<file path="src/rtl/enum_pkg.sv">
// Shared enumerated-digit link definitions: default framing and FSM encoding.
// Used by both the transmitter and enum_rx.
package enum_pkg;

  localparam int HOLD_DEF = 4;
  localparam int NDIG_DEF = 4;
  localparam int DW_DEF   = 2;

  typedef enum logic {
    IDLE = 1'b0,
    RECV = 1'b1
  } state_t;

  function automatic int cnt_w(input int n);
    return (n > 1) ? $clog2(n) : 1;
  endfunction

endpackage

</file>
<file path="src/rtl/digit_window.sv">
// Per-digit hold window: latches the first sample, counts hold cycles and
// flags any later sample in the window that disagrees with the first one.
module digit_window
  import enum_pkg::*;
#(
  parameter int HOLD = HOLD_DEF,
  parameter int DW   = DW_DEF
) (
  input  logic          clk,
  input  logic          rst,
  input  logic          load,
  input  logic          run,
  input  logic          clear,
  input  logic [DW-1:0] digit,
  output logic [DW-1:0] cur,
  output logic          last_cycle,
  output logic          unstable
);

  localparam int SW = cnt_w(HOLD);

  logic [SW-1:0] sub_q, sub_d;
  logic [DW-1:0] cur_q, cur_d;

  always_ff @(posedge clk or posedge rst) begin
    if (rst) begin
      sub_q <= '0;
      cur_q <= '0;
    end else begin
      sub_q <= sub_d;
      cur_q <= cur_d;
    end
  end

  always_comb begin
    sub_d      = sub_q;
    cur_d      = cur_q;
    last_cycle = 1'b0;
    unstable   = 1'b0;
    if (clear) begin
      sub_d = '0;
      cur_d = '0;
    end else if (load) begin
      cur_d = digit;
      sub_d = SW'(1);
    end else if (run) begin
      if (sub_q == '0) begin
        cur_d = digit;
        sub_d = SW'(1);
      end else begin
        unstable = (digit != cur_q);
        if (sub_q == SW'(HOLD - 1)) begin
          last_cycle = 1'b1;
          sub_d      = '0;
        end else begin
          sub_d = sub_q + SW'(1);
        end
      end
    end
  end

  assign cur = cur_q;

endmodule

</file>
<file path="src/rtl/enum_rx.sv">
// Enumerated-digit frame receiver: assembles NDIG held digits, MSB first,
// into one word and reports a one-cycle done with a stability error flag.
module enum_rx
  import enum_pkg::*;
#(
  parameter int HOLD = HOLD_DEF,
  parameter int NDIG = NDIG_DEF,
  parameter int DW   = DW_DEF,
  parameter int VW   = NDIG * DW
) (
  input  logic          clk,
  input  logic          rst,
  input  logic          en,
  input  logic          start,
  input  logic [DW-1:0] digit,
  output logic [VW-1:0] value,
  output logic          done,
  output logic          err,
  output logic          busy
);

  localparam int IW = cnt_w(NDIG);

  state_t        state_q, state_d;
  logic [IW-1:0] idx_q, idx_d;
  logic [VW-1:0] shift_q, shift_d;
  logic [VW-1:0] value_q, value_d;
  logic          errflag_q, errflag_d;
  logic          done_q, done_d;
  logic          err_q, err_d;

  logic          win_load, win_run, win_clear;
  logic [DW-1:0] cur;
  logic          last_cycle, unstable;
  logic          err_now;

  assign win_load  = (state_q == IDLE) && en && start;
  assign win_run   = (state_q == RECV) && en;
  assign win_clear = (state_q == RECV) && !en;

  digit_window #(
    .HOLD(HOLD),
    .DW  (DW)
  ) u_win (
    .clk       (clk),
    .rst       (rst),
    .load      (win_load),
    .run       (win_run),
    .clear     (win_clear),
    .digit     (digit),
    .cur       (cur),
    .last_cycle(last_cycle),
    .unstable  (unstable)
  );

  always_ff @(posedge clk or posedge rst) begin
    if (rst) begin
      state_q   <= IDLE;
      idx_q     <= '0;
      shift_q   <= '0;
      value_q   <= '0;
      errflag_q <= 1'b0;
      done_q    <= 1'b0;
      err_q     <= 1'b0;
    end else begin
      state_q   <= state_d;
      idx_q     <= idx_d;
      shift_q   <= shift_d;
      value_q   <= value_d;
      errflag_q <= errflag_d;
      done_q    <= done_d;
      err_q     <= err_d;
    end
  end

  always_comb begin
    state_d   = state_q;
    idx_d     = idx_q;
    shift_d   = shift_q;
    value_d   = value_q;
    errflag_d = errflag_q;
    done_d    = 1'b0;
    err_d     = 1'b0;
    err_now   = errflag_q | unstable;
    unique case (state_q)
      IDLE: begin
        if (en && start) begin
          state_d   = RECV;
          idx_d     = '0;
          shift_d   = '0;
          errflag_d = 1'b0;
        end
      end
      RECV: begin
        if (!en) begin
          // Abort: drop the partial frame, keep the last good value.
          state_d   = IDLE;
          idx_d     = '0;
          shift_d   = '0;
          errflag_d = 1'b0;
        end else begin
          errflag_d = err_now;
          if (last_cycle) begin
            shift_d = {shift_q[VW-DW-1:0], cur};
            if (idx_q == IW'(NDIG - 1)) begin
              value_d   = shift_d;
              err_d     = err_now;
              done_d    = 1'b1;
              state_d   = IDLE;
              idx_d     = '0;
              errflag_d = 1'b0;
            end else begin
              idx_d = idx_q + IW'(1);
            end
          end
        end
      end
      default: state_d = IDLE;
    endcase
  end

  assign value = value_q;
  assign done  = done_q;
  assign err   = err_q;
  assign busy  = (state_q == RECV);

endmodule
</file>
<file path="config.mk">
export PLATFORM = sky130hd
export DESIGN_NAME = enum_rx
export DESIGN_NICKNAME = d
export VERILOG_FILES = /design/src/rtl/enum_pkg.sv /design/src/rtl/digit_window.sv /design/src/rtl/enum_rx.sv
export SDC_FILE = /design/constraint.sdc
export NUM_CORES = 1
export LEC_CHECK = 0
export CORE_MARGIN = 5
export CORE_UTILIZATION = 45
export DETAILED_ROUTE_END_ITERATION = 8
export HOLD_SLACK_MARGIN = 0.02
export PLACE_DENSITY = 0.77
export SYNTH_ARGS = -nofsm -noshare
export SYNTH_HDL_FRONTEND = slang
export SYNTH_SLANG_ARGS = --single-unit
</file>
<file path="constraint.sdc">
create_clock -name clk -period 1.6 [get_ports clk]
set_clock_uncertainty 0.2 [all_clocks]
set_input_delay 0.32 -clock clk [delete_from_list [all_inputs] [get_ports clk]]
set_output_delay 0.32 -clock clk [all_outputs]
set_load 0.02 [all_outputs]
</file>
---- Yosys cells after proc, flatten, opt, wreduce, memory -nomap -nowiden ----
Index checks and enable logic that the tools add are counted.
storage, ports and cells
  bits of input ports ..................... 6
  logic and storage cells ................. 75
  bits in registers ....................... 24
  bits in latches ......................... 0
  memories kept ........................... 0
  bits in read-only memories .............. 0
  output and inout bits ................... 11
  bits in writable memories ............... 0
cells by class
  shift operators ......................... 0
  eq/ne operators ......................... 5
  $add $sub $neg .......................... 2
  mux-type cells .......................... 45
  div/mod/pow operators ................... 0
  multiply operators ...................... 0
  bitwise gates (word level) .............. 2
  order comparisons ....................... 0
  reductions and logical operators ........ 12
operator list
  kind                                                                      count
  2-bit two-way mux                                                         13
  1-bit two-way mux                                                         25
  6-bit two-way mux                                                         3
  6-bit one-hot mux with 2 select lines                                     1
  3-bit nonzero test                                                        2
  1-bit logical AND                                                         5
  2-bit by 1-bit adder with 2-bit output (second input constant)            2
  2-bit == test (second input constant)                                     2
  1-bit one-hot mux with 2 select lines                                     2
  2-bit one-hot mux with 2 select lines                                     1
  2-bit AND reduction                                                       2
  4-bit AND reduction                                                       1
  3-bit by 2-bit inequality test with 1-bit output (second input constant)  1
  2-bit zero test                                                           1
  2-bit by 1-bit inequality test with 1-bit output (second input constant)  1
  2-bit inequality test                                                     1
  1-bit zero test                                                           1
  1-bit inverter                                                            1
  1-bit OR                                                                  1

---- Depth between registers and ports, before layout ----
  depth in word-level cells ............... 10
  mapped depth ............................ 6
  gate-level depth less buffers ........... 4

---- Hierarchy ----
A second synthesis with hierarchy kept.
second synthesis, totals
  cells, all modules ...................... 86
  area, all modules ....................... 1094.8 µm²
modules (own cells, without submodules)
  module        area each (µm²)  cells an instance  instances  seq. area each (µm²)
  enum_rx       807.0            59                 1          500.5
  digit_window  287.8            27                 1          100.1

---- Worst setup path before layout ----
No wires, ideal clock.
  path type ............................... register to register
  start point ............................. register u_win.sub_q[1]
  end point ............................... register idx_q[0]
  slack ................................... -0.006 ns
  cell stages (with the launch flop) ...... 6
  setup time .............................. 0.125 ns
  arrival ................................. 1.282 ns
  path through ............................ dfrtp_1 ha_1 buf_2 and3_1 clkbuf_1 mux2_2
on the way
  cells in the longest elaborated chain, start to end .. 8
ends and longest elaborated chain
  item                                                                   RTL line            text
  start: declaration                                                     digit_window.sv:22  logic [SW-1:0] sub_q, sub_d;
  start signal: assignment                                               digit_window.sv:30  sub_q <= sub_d;
  2-bit == test                                                          digit_window.sv:52  if (sub_q == SW'(HOLD - 1)) begin
  1-bit two-way mux                                                      digit_window.sv:52
  1-bit two-way mux (*)                                                  digit_window.sv:47  if (sub_q == '0) begin
  1-bit two-way mux (*)                                                  digit_window.sv:46  end else if (run) begin
  1-bit two-way mux (*)                                                  digit_window.sv:43  end else if (load) begin
  1-bit two-way mux (*)                                                  digit_window.sv:40  if (clear) begin
  3-bit by 2-bit inequality test with 1-bit output (no source line) (*)  -
  2-bit AND reduction (no source line) (*)                               -
  end signal: assignment                                                 enum_rx.sv:67       idx_q <= idx_d;
  end: declaration                                                       enum_rx.sv:25       logic [IW-1:0] idx_q, idx_d;
Every way passes the cells marked *; elsewhere a longest branch is shown, timed or not.
A chain may end at the register's enable or synchronous reset.

---- Worst setup path after layout ----
  start point ............................. register state_q, in the netlist busy
  end point ............................... output busy
RTL lines
  item                      RTL line       text
  start: declaration        enum_rx.sv:24  state_t state_q, state_d;
  start signal: assignment  enum_rx.sv:66  state_q <= state_d;
  end: declaration          enum_rx.sv:19  output logic busy
No word-level cell between the ends.

==> flow_summary.json <==
{
  "status": "complete, no violations",
  "via_per_inst": 5.16,
  "placed_cells": 138,
  "grt_pass1_wl_um": 3520,
  "post_synth_main_area_contributors": "dfrtp_1 54%, mux2_4 9.4%, ha_1 4.5%, a22o_1 3.9%, mux2i_1 3.6%",
  "r2r-start": "u_win.sub_q[0]$_DFFE_PP0P_",
  "crit_chain": "dlygate4sd2_1",
  "grt_antenna_before_repair": 0,
  "p_sw_mw": 0.303,
  "power.internal_mw": 0.975,
  "combPwrFrac_pct": 14.5,
  "timing.final.hold_violations": 0,
  "switching_share_pct": 23.7,
  "slew_violations": 0,
  "drive_above_1_share_pct": 27.7,
  "wirelength_um": 2060,
  "yosysUniqueCellTypes": 32,
  "yosysWarnings": 0,
  "crit_slowest_cell": "dfrtp_1",
  "period_needed_ns": 1.55,
  "clkPwrFrac_pct": 34.3,
  "fmax_mhz": 644,
  "ff2ff_setup_slack_ns": 0.08,
  "layout_commonest_cell": "dfrtp_1",
  "hold_ws_ns": 0.120,
  "route.detailed.drc": 0,
  "layout_common_cells": "24 x dfrtp_1, 12 x buf_4, 9 x clkdlybuf4s15_1",
  "grt_pass1_vias": 772,
  "vias": 733,
  "grt.overflow.total": 0,
  "cp-start-kind": "register",
  "cp.required_ns": 1.08,
  "synth_area_leader_cell": "dfrtp_1",
  "path_clk_slew_ns": 0.13,
  "port_buffers": 16,
  "layout.cells.non_filler": 142,
  "io_pins": 17,
  "area_growth_pct": 27.5,
  "hpwl_um": 1550,
  "worst_slack_ns": 0.0483,
  "stdcell_area_mm2": 0.00143,
  "avgSynthCellArea_um2": 13.2,
  "syn_area_mm2": 0.00112,
  "irDropWorstVdd_v": 0.00101,
  "hp-class": "in2async",
  "clock-sinks": 24,
  "relSlewSlack_pct": 80.1,
  "cts_hold_buf": 0,
  "reg2reg_to": "value[6]$_DFFE_PP0P_",
  "worst_pin_slew_ns": 0.298,
  "clockRootBuffer": "clkbuf_4",
  "clk-insertion-delay-late_ns": 0.32,
  "setup_viol": 0,
  "grt_max_degree": 25,
  "dieArea_mm2": 0.00359,
  "clockBufferDepth": 2,
  "path_class": "reg2out",
  "numCtsBuffers": 3,
  "cpPeakStageDelay_ns": 0.40,
  "place_ws_ns": -0.297,
  "wl_per_cell_um": 14.5,
  "drt_iter0_drc": 21,
  "die_y_um": 59.9,
  "tns_ns": 0,
  "post_dp_cell_area_mm2": 0.00137,
  "rows": 18,
  "core_mm2": 0.00243,
  "crit_family": "flip-flops",
  "critPathBufInv": 1,
  "yosysSeqAreaShare_pct": 53.6,
  "ant_nets": 0,
  "endpoint_kind": "primary output",
  "min_period_over_period_pct": 97.0,
  "power_leakage_nw": 0.726,
  "rsz0062_at_grt": "no",
  "p_per_area_mw_per_mm2": 896,
  "ys_ff_latch": 24,
  "cp_max_fo": 2,
  "place_congestion": 0.766,
  "firstDrtPassIters": 4,
  "initial_core_util_pct": 46.0,
  "p_seq_share_pct": 51.2,
  "diodes": 0,
  "final_net_count": 123,
  "cts_tree": "yes",
  "synth_nets": 95,
  "cts_max_level": 1,
  "die_w_um": 59.9,
  "postSynthCellCount": 85,
  "r2r_cells": 3,
  "synth_top_area_share_pct": 53.6,
  "postCtsSetupRepairBufs": 0,
  "grt_usage_pct": 13.1,
  "cp.arrival_ns": 1.03,
  "drv_cap": 0
}
state kept, by name, indices dropped and copies added, names as in the netlist:
name / cells
u_win.cur: 2
shift_q: 6
idx_q: 2
busy: 1
done: 1
err: 1
u_win.sub_q: 2
errflag_q: 1
value: 8
layer usage:
| layer | GRT usage, % | up-vias | share of wire, % |
|---|---|---|---|
| li1 | - | 359 | - |
| met1 | 18.1 | 355 | 47 |
| met2 | 20.2 | 17 | 46 |
| met3 | 4.10 | 2 | 5.4 |
| met4 | 2.85 | 0 | 0.83 |
| met5 | 0 | - | 0 |
power by group through the flow:
stage               registers [mW]  clock network (mW)  logic (mW)
CTS                          0.654               0.454       0.186
global route                 0.658               0.475       0.207
finish                       0.655               0.439       0.185
floorplan                    0.665                   0       0.117
global placement             0.666                   0       0.178
detailed placement           0.666                   0       0.186
kinds of logic (layout without fill, tap and decap cells):
logic type               count (synthesis)  in the layout  share of synthesized area (%)
flip-flops                              24             24                           53.6
multiplexers                            13             13                           15.0
buffers and inverters                   10             37                           5.14
adder cells (fa/ha/maj)                  4              4                           4.47
AND/OR/NAND/NOR                         13             13                           6.82
AO/OA/AOI/OAI                           19             19                           13.4
XOR/XNOR                                 2              2                           1.56
final cells by class:
| type | count | area (um^2) |
|---|---|---|
| clock inverter | 1 | 30.0 |
| fill | 207 | 1000 |
| timing repair buffer | 28 | 250 |
| tap | 30 | 37.5 |
| multi-input combinational | 51 | 468 |
| clock buffer | 3 | 22.5 |
| inverter | 5 | 18.8 |
| sequential | 24 | 601 |
how the worst max path moves through the flow:
stage	to	startpoint	cells past startpoint
finish	busy	busy$_DFF_PP0_	1
global route	value[3]	value[3]$_DFFE_PP0P_	1
CTS	value[2]	value[2]$_DFFE_PP0P_	1
detailed placement	value[6]$_DFFE_PP0P_	en	3
global placement	value[6]$_DFFE_PP0P_	en	3
floorplan	idx_q[0]$_DFFE_PP0P_	u_win.sub_q[1]$_DFFE_PP0P_	5
metrics by stage:
stage          power [mW]  util (%)
5_1_grt              1.34      58.7
4_1_cts              1.29      58.0
6_report             1.28      58.7
2_1_floorplan       0.782         -
3_3_place_gp        0.844      56.3
3_5_place_dp        0.852      56.3
synthesized netlist by cell type:
master	instances
nor2_1	1
a32o_1	1
and3_1	1
mux2i_1	4
nand4_4	1
ha_1	4
a21oi_2	1
o211ai_1	2
nor2b_1	1
dfrtp_1	24
buf_4	1
inv_2	1
o22ai_1	3
xnor2_1	2
mux2_2	1
mux2_4	7
o21ai_0	1
mux2_1	1
buf_2	1
a31oi_1	1
clkbuf_1	1
buf_6	2
nand3_1	2
a22oi_1	1
o211a_1	1
nand2_1	6
a211o_1	1
inv_1	4
o21bai_2	1
a22o_1	5
nand2_2	1
a21oi_1	1
repair_timing:
item	4_1_cts	5_1_grt
pin swaps	0	1
hold endpoints to repair	0	0
endpoints found under the setup margin	12	12
resized for setup	12	11
Note: power is estimated with default switching activity, not from simulation.
